File: src/rtl/sha_msg_schedule.sv
// SHA-256 message schedule: streams W[t]/K[t] for t=0..63 from one 512-bit block
// using a 16-word sliding window, with a valid/ready handshake to the round stage.
module sha_msg_schedule (
  input  logic         clk,
  input  logic         rst_n,
  input  logic         start,
  input  logic [511:0] block,
  input  logic         ready,
  output logic         valid,
  output logic [31:0]  W_out,
  output logic [31:0]  K_out,
  output logic [5:0]   round,
  output logic         busy,
  output logic         done
);

  typedef enum logic {IDLE, RUN} state_t;

  localparam logic [31:0] K_TAB [64] = '{
    32'h428a2f98, 32'h71374491, 32'hb5c0fbcf, 32'he9b5dba5,
    32'h3956c25b, 32'h59f111f1, 32'h923f82a4, 32'hab1c5ed5,
    32'hd807aa98, 32'h12835b01, 32'h243185be, 32'h550c7dc3,
    32'h72be5d74, 32'h80deb1fe, 32'h9bdc06a7, 32'hc19bf174,
    32'he49b69c1, 32'hefbe4786, 32'h0fc19dc6, 32'h240ca1cc,
    32'h2de92c6f, 32'h4a7484aa, 32'h5cb0a9dc, 32'h76f988da,
    32'h983e5152, 32'ha831c66d, 32'hb00327c8, 32'hbf597fc7,
    32'hc6e00bf3, 32'hd5a79147, 32'h06ca6351, 32'h14292967,
    32'h27b70a85, 32'h2e1b2138, 32'h4d2c6dfc, 32'h53380d13,
    32'h650a7354, 32'h766a0abb, 32'h81c2c92e, 32'h92722c85,
    32'ha2bfe8a1, 32'ha81a664b, 32'hc24b8b70, 32'hc76c51a3,
    32'hd192e819, 32'hd6990624, 32'hf40e3585, 32'h106aa070,
    32'h19a4c116, 32'h1e376c08, 32'h2748774c, 32'h34b0bcb5,
    32'h391c0cb3, 32'h4ed8aa4a, 32'h5b9cca4f, 32'h682e6ff3,
    32'h748f82ee, 32'h78a5636f, 32'h84c87814, 32'h8cc70208,
    32'h90befffa, 32'ha4506ceb, 32'hbef9a3f7, 32'hc67178f2
  };

  function automatic logic [31:0] sig0(input logic [31:0] x);
    return {x[6:0], x[31:7]} ^ {x[17:0], x[31:18]} ^ (x >> 3);
  endfunction

  function automatic logic [31:0] sig1(input logic [31:0] x);
    return {x[16:0], x[31:17]} ^ {x[18:0], x[31:19]} ^ (x >> 10);
  endfunction

  state_t            state, state_nxt;
  logic [15:0][31:0] win;   // win[i] = W[round+i]; win[0] is the word being offered
  logic [31:0]       w_new;
  logic              load, accept, last;

  assign load   = (state == IDLE) && start;
  assign accept = valid && ready;
  assign last   = accept && (round == 6'd63);
  // W[t+16] from W[t+14], W[t+9], W[t+1], W[t]; the adder discards carries past bit 31
  assign w_new  = sig1(win[14]) + win[9] + sig0(win[1]) + win[0];
  assign W_out  = win[0];
  assign K_out  = K_TAB[round];

  always_ff @(posedge clk or negedge rst_n) begin
    if (!rst_n) state <= IDLE;
    else        state <= state_nxt;
  end

  always_comb begin
    state_nxt = state;
    case (state)
      IDLE:    if (start) state_nxt = RUN;
      RUN:     if (last)  state_nxt = IDLE;
      default: state_nxt = IDLE;
    endcase
  end

  always_ff @(posedge clk or negedge rst_n) begin
    if (!rst_n) begin
      win   <= '0;
      round <= '0;
      valid <= 1'b0;
      busy  <= 1'b0;
      done  <= 1'b0;
    end else begin
      done <= last;
      if (load) begin
        for (int i = 0; i < 16; i++) win[i] <= block[32*(15-i) +: 32];
        round <= '0;
        valid <= 1'b1;
        busy  <= 1'b1;
      end else if (accept) begin
        win   <= {w_new, win[15:1]};
        round <= round + 6'd1;   // 63 wraps to 0 on the final handshake
        if (last) begin
          valid <= 1'b0;
          busy  <= 1'b0;
        end
      end
    end
  end

endmodule

File: config.mk
export PLATFORM = sky130hd
export DESIGN_NAME = sha_msg_schedule
export DESIGN_NICKNAME = d
export VERILOG_FILES = /design/src/rtl/sha_msg_schedule.sv
export SDC_FILE = /design/constraint.sdc
export NUM_CORES = 1
export LEC_CHECK = 0
export ABC_AREA = 1
export BUFFER_PORTS_ARGS = -buffer_cell sky130_fd_sc_hd__buf_2
export CORE_MARGIN = 5
export CORE_UTILIZATION = 45
export CTS_BUF_LIST = sky130_fd_sc_hd__clkbuf_4
export DETAILED_ROUTE_END_ITERATION = 6
export PLACE_DENSITY_LB_ADDON = 0.05
export SYNTH_ARGS = -nofsm -noshare
export SYNTH_HDL_FRONTEND = slang
export SYNTH_SLANG_ARGS = --single-unit
File: constraint.sdc
create_clock -name clk -period 3.4 [get_ports clk]
set_input_delay 0.68 -clock clk [delete_from_list [all_inputs] [get_ports clk]]
set_output_delay 0.68 -clock clk [all_outputs]
set_load 0.03 [all_outputs]
== Word level (Yosys, flattened, before mapping) ==
Memories as Yosys holds them, arrays and structs flattened.
Cells that the tools add are included.
Storage, ports and cells
  memories kept: 1
  register bits: 521
  output and inout port bits: 73
  word-level logic and storage cells: 51
  input port bits: 516
  memory bits (read-only): 2048
Memory list
  (name not given): words 64, width 32, read ports 1, clocked after Yosys merged registers in 0, wr ports 0, line 57  | assign K_out = K_TAB[round];
Cells by class
  reductions and logical operators: 6
  mux-type cells: 12
  eq/ne operators: 1
  $lt $le $gt $ge: 1
  add/subtract/negate cells: 4
  bitwise logic cells: 6
Operator list (number)
  2-to-1 mux 512 bit: 2
  adder 32 bit: 3
  2-to-1 mux 32 bit: 2
  XOR 32 bit: 2
  XOR 32 x 22 -> 32 bit: 1
  XOR 32 x 29 -> 32 bit: 1
  2-to-1 mux 6 bit: 2
  greater-or-equal comparator 7 bit, second input constant: 1
  inverter 6 -> 7 bit: 1
  adder 6 x 1 -> 6 bit, second input constant: 1
  equality test 6 bit, second input constant: 1
  2-to-1 mux 1 bit: 5
  nonzero test 2 bit: 2
  logical AND 1 bit: 3
  one-hot mux 1 bit (2 select lines): 1
  AND reduction 2 bit: 1
  inverter 1 bit: 1

== Depth between registers and ports, before layout ==
Gate-level depths: netlist (run 1).
  depth in word-level cells: 7
  gate-level depth with buffers: 20
  gate-level depth less buffers: 20

== Worst setup path before layout (run 1) ==
OpenSTA, ideal clock, no wires.
  path kind: reg2reg
  from: reg win[466] in the netlist's numbering
  to: reg win[501] in the netlist's numbering
  arrival: 3.185 ns
  path slack: 0.085 ns
  period minus slack after synthesis: 3.315 ns
  data required time: 3.270 ns
  cell stages (with the launch flop): 20
  library setup time: 0.130 ns
  buffers on the path: 1
  cell sequence: dfrtp_1 > buf_2 > xnor2_1 > xor2_1 > fa_1 > fa_1 > inv_1 > ha_1 > inv_1 > fa_1 > inv_1 > nand3_1 > nand3_1 > nand2_1 > nand3_1 > nand2_1 > nand3_1 > nand3_1 > nand2_1 > o21ai_0
Between the ends
  longest elaborated chain between the ends: 7
RTL lines
  from (decl): line 47  | logic [15:0][31:0] win;
  from (signal assigned): line 88  | win <= {w_new, win[15:1]};
  XOR 32 bit: line 43  | return {x[16:0], x[31:17]} ^ {x[18:0], x[31:19]} ^ (x >> 10);
  XOR 32 x 22 -> 32 bit (*): line 43
  adder 32 bit (*) (3 in series): line 55  | assign w_new = sig1(win[14]) + win[9] + sig0(win[1]) + win[0];
  2-to-1 mux 512 bit (*): line 87  | end else if (accept) begin
  2-to-1 mux 512 bit (*): line 82  | if (load) begin
Every way passes the cells marked *; elsewhere a longest branch is shown, timed or not. The select of a mux whose other input is x is not followed.
A chain may end at the register's enable or synchronous reset.

== Final worst setup path (run 1) ==
  from: reg round[1]
  to: out K_out[12]
Between the ends
  longest elaborated chain between the ends: 4
RTL lines
  from (decl): line 12  | output logic [5:0] round,
  from (signal assigned): line 89  | round <= round + 6'd1;
  inverter 6 -> 7 bit (implied by the code): line 57
  memory (64 x 32 bit)
  2-to-1 mux 32 bit (implied by the code) (2 in series): line 57
  to (decl): line 11  | output logic [31:0] K_out,
No other way between the ends. The select of a mux whose other input is x is not followed.

==> flow_metrics.env, run 1 <==
export IMPL_drive_gt1_frac=0.2817
export IMPL_hold_class="in -> reg"
export IMPL_synth_area_sq_um=31340
export IMPL_grt_pass1_wl_mm=214.6
export IMPL_grt_remaining_overflow=0
export IMPL_wl_per_cell_um=23.30
export IMPL_rsz0062_at_grt="yes"
export IMPL_ys_flop_type="dfrtp_1"
export IMPL_cts_tree="yes"
export IMPL_fp_dieW_um=273.9
export IMPL_reg2reg_slack_ns=-0.17
export IMPL_mostFrequentLayoutCell="o21ai_0"
export IMPL_reg2reg_from="win[471]$_DFFE_PN0P_"
export IMPL_reg2reg_depth=16
export IMPL_required_ns=2.72
export IMPL_arrival_ns=2.97
export IMPL_synth_cells=4118
export IMPL_initial_utilization=0.4553
export IMPL_synth_edf_count=0
export IMPL_clk_latency_ns=1.02
export IMPL_die_h_um=273.9
export IMPL_fin_ws_ns=-0.2532
export IMPL_slew_headroom=0.3513
export IMPL_final_core_util=0.6669
export IMPL_rr_endpoint="win[491]$_DFFE_PN0P_"
export IMPL_pin_count=589
export IMPL_cts_sinks=521
export IMPL_vias=35023
export IMPL_drt_iter0_markers=4331
export IMPL_ys_types=45
export IMPL_ys_seq_area_frac=0.4161
export IMPL_fillerInstances=5891
export IMPL_grt_usage=0.3787
export IMPL_async_flop_share=1.000
export IMPL_worstSetupStartpointType="flop"
export IMPL_drtAntennaViolNets=0
export IMPL_max_freq_ghz=0.2737
export IMPL_min_from="block[369]"
export IMPL_slew_violations=0
export IMPL_synth_warnings=0
export IMPL_die_area_sq_um=75010
export IMPL_drv_cap=0
export IMPL_synth_area_per_cell_sq_um=7.610
export IMPL_drc_errors=0
export IMPL_violations="setup timing"
export IMPL_path_max_fanout=4
export IMPL_grt_pass1_vias=34559
export IMPL_post_place_ws_ns=-0.1957
export IMPL_cts_buffers=146
export IMPL_clkSlewWorstSetupHoldPaths_ns=0.07
export IMPL_synth_fp_nets=4744
export IMPL_place_gp_congestion=0.9735
export IMPL_port_buffers=588
export IMPL_final_nets=5928
export IMPL_finalCritPeriodShare=1.074
export IMPL_tightest_slew_ns=0.9730
export IMPL_layout_common_cells="1414 x o21ai_0, 697 x inv_1, 555 x buf_2"
export IMPL_rows=96
export IMPL_cp_end_kind="output pin"
export IMPL_htree_levels=4
export IMPL_hold_end="win[145]$_DFFE_PN0P_"
export IMPL_min_period_ns=3.653
export IMPL_outcome="finished, violations left"
export IMPL_core_area_sq_um=68830
export IMPL_finalSetupViolations=47
export IMPL_multi_input_area_sq_um=16490
export IMPL_hold_depth=3
export IMPL_ctsRootBufferMaster="clkbuf_4"
export IMPL_fin_setup_tns_ns=-6.336
export IMPL_cts_buffer_depth=3
export IMPL_wirelength_mm=148.1
export IMPL_ys_seq_elements=521
export IMPL_dpl_hpwl_mm=106.2
export IMPL_crit_type="reg -> out"
export IMPL_ff_latch_area_sq_um=13070
export IMPL_grt_max_degree=172
export IMPL_vias_per_cell=5.510
export IMPL_area_growth_pct=46.47
export IMPL_antenna_found_initial=19
export IMPL_fin_worst_skew_ns=0.08217
export IMPL_hold_viol=0
export IMPL_drt_pass1_iterations=6
## synthesized netlist by cell type, types with 7 or more instances
cell	instances	area (sq um)
inv_1	728	2733
nand2_1	402	1509
dfrtp_1	521	13040
a21oi_1	99	495.5
o221ai_1	10	87.58
fa_1	62	1241
xor2_1	64	560.5
nand3_1	82	410.4
buf_1	7	26.28
nor2_1	130	488.0
o31ai_1	8	60.06
buf_4	38	285.3
a31oi_1	17	106.4
buf_2	45	225.2
o211ai_1	10	75.07
o21ai_0	1471	7362
nor3_1	13	65.06
clkbuf_1	209	784.5
o22ai_1	36	225.2
xnor2_1	67	586.8
ha_1	48	600.6
## per-layer routing
layer	track usage	up-vias	wire [um]
met1	0.5094	16720	60070
met4	0.1678	2	6994
met5	0	-	20
met2	0.5849	1995	66890
met3	0.09162	404	14130
li1	-	15902	-
## final cells by class
class / instances / area share
multi-input combinational: 2565 / 0.3594
antenna: 25 / 0.001363
clock buffer: 209 / 0.03418
tap: 931 / 0.02538
timing repair buffer: 1336 / 0.2296
sequential: 521 / 0.2847
inverter: 732 / 0.06090
clock inverter: 37 / 0.004525
## per-stage QoR
| stage | area [sq um] | std cells | hold WS (ns) |
|---|---|---|---|
| floorplan | 31340 | 4118 | 0.3844 |
| global placement | 36410 | 5589 | 0.4666 |
| detailed placement | 36410 | 5589 | 0.4699 |
| CTS | 44200 | 6310 | 0.0005120 |
| global route | 45880 | 6349 | -0.02191 |
| finish | 45900 | 6356 | 0.08985 |
## state kept, by name (all words and copies together) (netlist names)
signal  flops
round       6
W_out      32
win       480
state       1
done        1
busy        1
## timing repair
| item | 4_1_cts | 5_1_grt |
|---|---|---|
| setup endpoints to repair | 58 | 60 |
| hold buffers | 448 | 0 |
| pin swaps | 64 | 141 |
| cloned | 3 | 0 |
| gates resized for setup | 367 | 344 |
| hold endpoints to repair | 502 | 0 |
| buffers inserted | 29 | 24 |
## cells by family (layout without fill, tap and decap cells)
| group | Yosys count | count (layout) | synth area share |
|---|---|---|---|
| AO/OA/AOI/OAI | 1679 | 1679 | 0.2757 |
| XOR/XNOR | 131 | 131 | 0.03661 |
| adder cells (fa/ha/maj) | 110 | 110 | 0.05877 |
| buffers and inverters | 1032 | 2314 | 0.1300 |
| flip-flops | 521 | 521 | 0.4161 |
| other | 0 | 25 | 0 |
| AND/OR/NAND/NOR | 645 | 645 | 0.08289 |
## worst max-delay path, stage by stage, from the launching register on
cell and delay [ns]:
dfrtp_2 0.44, buf_4 0.15, ha_4 0.17, buf_8 0.14
nor2_4 0.15, nor2_4 0.07, buf_4 0.13, nand2_2 0.06
o21ai_0 0.09, o21ai_1 0.26, o21ai_2 0.15, buf_6 0.16
## how the worst max path moves through the flow
stage | startpoint | to | slack (ns)
5_1_grt | round[1]$_DFFE_PN0P_ | K_out[3] | -0.38
6_report | round[1]$_DFFE_PN0P_ | K_out[12] | -0.25
3_3_place_gp | win[474]$_DFFE_PN0P_ | win[491]$_DFFE_PN0P_ | -0.20
3_5_place_dp | win[468]$_DFFE_PN0P_ | win[489]$_DFFE_PN0P_ | -0.20
2_1_floorplan | win[466]$_DFFE_PN0P_ | win[501]$_DFFE_PN0P_ | 0.09
4_1_cts | round[0]$_DFFE_PN0P_ | K_out[3] | -0.36
Power of run 1 is left out: the tool's default activity adds up to more than one toggle a clock period on the data nets, which glitch-free logic cannot reach.
==> run 2, diff against run 1 <==
--- a/config.mk
+++ b/config.mk
@@ -11,7 +11,7 @@
 export CORE_UTILIZATION = 45
 export CTS_BUF_LIST = sky130_fd_sc_hd__clkbuf_4
 export DETAILED_ROUTE_END_ITERATION = 6
-export PLACE_DENSITY_LB_ADDON = 0.05
+export PLACE_DENSITY = 0.68
 export SYNTH_ARGS = -nofsm -noshare
 export SYNTH_HDL_FRONTEND = slang
 export SYNTH_SLANG_ARGS = --single-unit
==> flow_metrics.env, run 2 (synthesis gave the netlist of run 1 again) <==
export IMPL_drtAntennaViolNets=0
export IMPL_drt_iter0_markers=4683
export IMPL_stdcell_count=6388
export IMPL_crit_type="reg -> out"
export IMPL_hold_viol=0
export IMPL_layout_common_cells="1417 x o21ai_0, 684 x inv_1, 555 x buf_2"
export IMPL_antenna_found_initial=20
export IMPL_htree_levels=4
export IMPL_crit_chain="buf_6, ha_4, buf_6, nor2_4, nor2_4, buf_6, o21ai_1, o211ai_1, nor2_1, a31oi_1, buf_4"
export IMPL_fin_setup_tns_ns=-6.141
export IMPL_mostFrequentLayoutCell="o21ai_0"
export IMPL_slew_violations=0
export IMPL_reg2reg_depth=16
export IMPL_grt_pass1_vias=35440
export IMPL_min_from="block[334]"
export IMPL_multi_input_area_sq_um=16300
export IMPL_required_ns=2.72
export IMPL_clkSlewWorstSetupHoldPaths_ns=0.07
export IMPL_violations="DRC, setup timing"
export IMPL_port_buffers=588
export IMPL_cts_sinks=521
export IMPL_rr_endpoint="win[498]$_DFFE_PN0P_"
export IMPL_grt_pass1_wl_mm=216.5
export IMPL_area_growth_pct=47.05
export IMPL_drive_gt1_frac=0.2825
export IMPL_fp_dieW_um=273.9
export IMPL_cp_end_kind="output pin"
export IMPL_final_core_util=0.6695
export IMPL_slew_headroom=0.4284
export IMPL_slowest_delay_ns=0.40
export IMPL_initial_utilization=0.4553
export IMPL_fin_worst_skew_ns=0.05948
export IMPL_die_h_um=273.9
export IMPL_finalCritPeriodShare=1.077
export IMPL_regMostFlops="win"
export IMPL_holdWs_ns=0.07522
export IMPL_tightest_slew_ns=0.8574
export IMPL_grt_usage=0.3818
export IMPL_cts_buffer_depth=3
export IMPL_worstSetupStartpointType="flop"
export IMPL_fin_ws_ns=-0.2619
export IMPL_rsz0062_at_grt="yes"
export IMPL_place_gp_congestion=0.9972
export IMPL_ff_latch_area_sq_um=13060
export IMPL_pin_count=589
export IMPL_path_max_fanout=6
export IMPL_grt_remaining_overflow=0
export IMPL_largest_register_ffs=480
export IMPL_cts_buffers=145
export IMPL_ctsRootBufferMaster="clkbuf_4"
export IMPL_die_area_sq_um=75010
export IMPL_crit_top_cell="buf_6"
export IMPL_slowest_stage="dfrtp_1"
export IMPL_placed_cells=5588
export IMPL_path_delay_family="buffers and inverters"
export IMPL_dpl_hpwl_mm=102.9
export IMPL_arrival_ns=2.98
export IMPL_min_period_ns=3.662
export IMPL_reg2reg_slack_ns=-0.07
export IMPL_drv_cap=0
export IMPL_fillerInstances=5564
export IMPL_finalSetupViolations=37
export IMPL_wirelength_mm=150.5
export IMPL_cts_tree="yes"
export IMPL_hold_end="win[174]$_DFFE_PN0P_"
export IMPL_hold_class="in -> reg"
export IMPL_vias=36213
export IMPL_wl_per_cell_um=23.56
export IMPL_hold_depth=3
export IMPL_crit_buf_inv=4
export IMPL_grt_max_degree=139
export IMPL_final_nets=5960
export IMPL_max_freq_ghz=0.2731
export IMPL_drt_pass1_iterations=7
export IMPL_reg2reg_from="win[467]$_DFFE_PN0P_"
export IMPL_clk_latency_ns=1.03
export IMPL_core_area_sq_um=68830
export IMPL_outcome="finished, violations left"
export IMPL_vias_per_cell=5.669
export IMPL_rows=96
export IMPL_drc_errors=9
[run 2: changes by cell type in the layout (fill, tap and decap cells not counted), moves of 6 or more]
| cell | change |
|---|---|
| a21oi_2 | +9 |
| dlygate4sd3_1 | +30 |
| clkinv_1 | -7 |
| a21oi_1 | -6 |
| inv_2 | +17 |
| buf_4 | +7 |
| buf_12 | +8 |
| nand2_1 | -11 |
| dfrtp_1 | +7 |
| inv_1 | -13 |
| nand2_2 | +12 |
| buf_6 | -12 |
| dfrtp_2 | -8 |
[run 2: metal layers]
| layer | share of wire | wire [um] | vias up | GRT usage |
|---|---|---|---|---|
| met1 | 0.38 | 57210 | 17062 | 0.4955 |
| met3 | 0.10 | 15600 | 638 | 0.09739 |
| met4 | 0.069 | 10330 | 0 | 0.2297 |
| li1 | - | - | 15943 | - |
| met2 | 0.45 | 67360 | 2570 | 0.5771 |
| met5 | 0 | 0 | - | 0 |
[run 2: area by class of cell]
type,instances,area share
Multi-Input combinational cell,2565,0.3538
Sequential cell,521,0.2835
Timing Repair Buffer,1367,0.2363
Inverter,732,0.06055
Clock buffer,210,0.03421
Tap cell,931,0.02528
Clock inverter,30,0.004507
Antenna cell,30,0.001629
Timing Repair inverter,2,0.0003258
[run 2: repair_timing]
action	CTS	global route
pin swaps	46	149
hold buffers	478	0
cloned	6	1
buffers inserted	24	26
gates resized for setup	325	362
hold endpoints to repair	533	0
endpoints found under the setup margin	56	59
[run 2: worst max path at each step]
| stage | from | end | depth (start not counted) |
|---|---|---|---|
| after floorplan | win[466]$_DFFE_PN0P_ | win[501]$_DFFE_PN0P_ | 19 |
| after global placement | win[467]$_DFFE_PN0P_ | win[490]$_DFFE_PN0P_ | 14 |
| after detailed placement | win[468]$_DFFE_PN0P_ | win[492]$_DFFE_PN0P_ | 14 |
| after CTS | round[0]$_DFFE_PN0P_ | K_out[10] | 12 |
| after global routing | round[0]$_DFFE_PN0P_ | K_out[4] | 13 |
| final | round[1]$_DFFE_PN0P_ | K_out[2] | 11 |
[run 2: per-stage QoR]
stage	worst slack, ns	instance area, sq um
2_1_floorplan	0.08510	31340
3_3_place_gp	-0.09418	36450
3_5_place_dp	-0.1565	36450
4_1_cts	-0.3112	44450
5_1_grt	-0.3775	46050
6_report	-0.2619	46080
[run 2: worst min-delay path, delay by kind of cell]
| kind | cells | cell delay (ns) |
|---|---|---|
| buffers and inverters | 1 | 0.07 |
| AOI/OAI and AO/OA | 2 | 0.30 |
Power of run 2 is left out for the same reason.
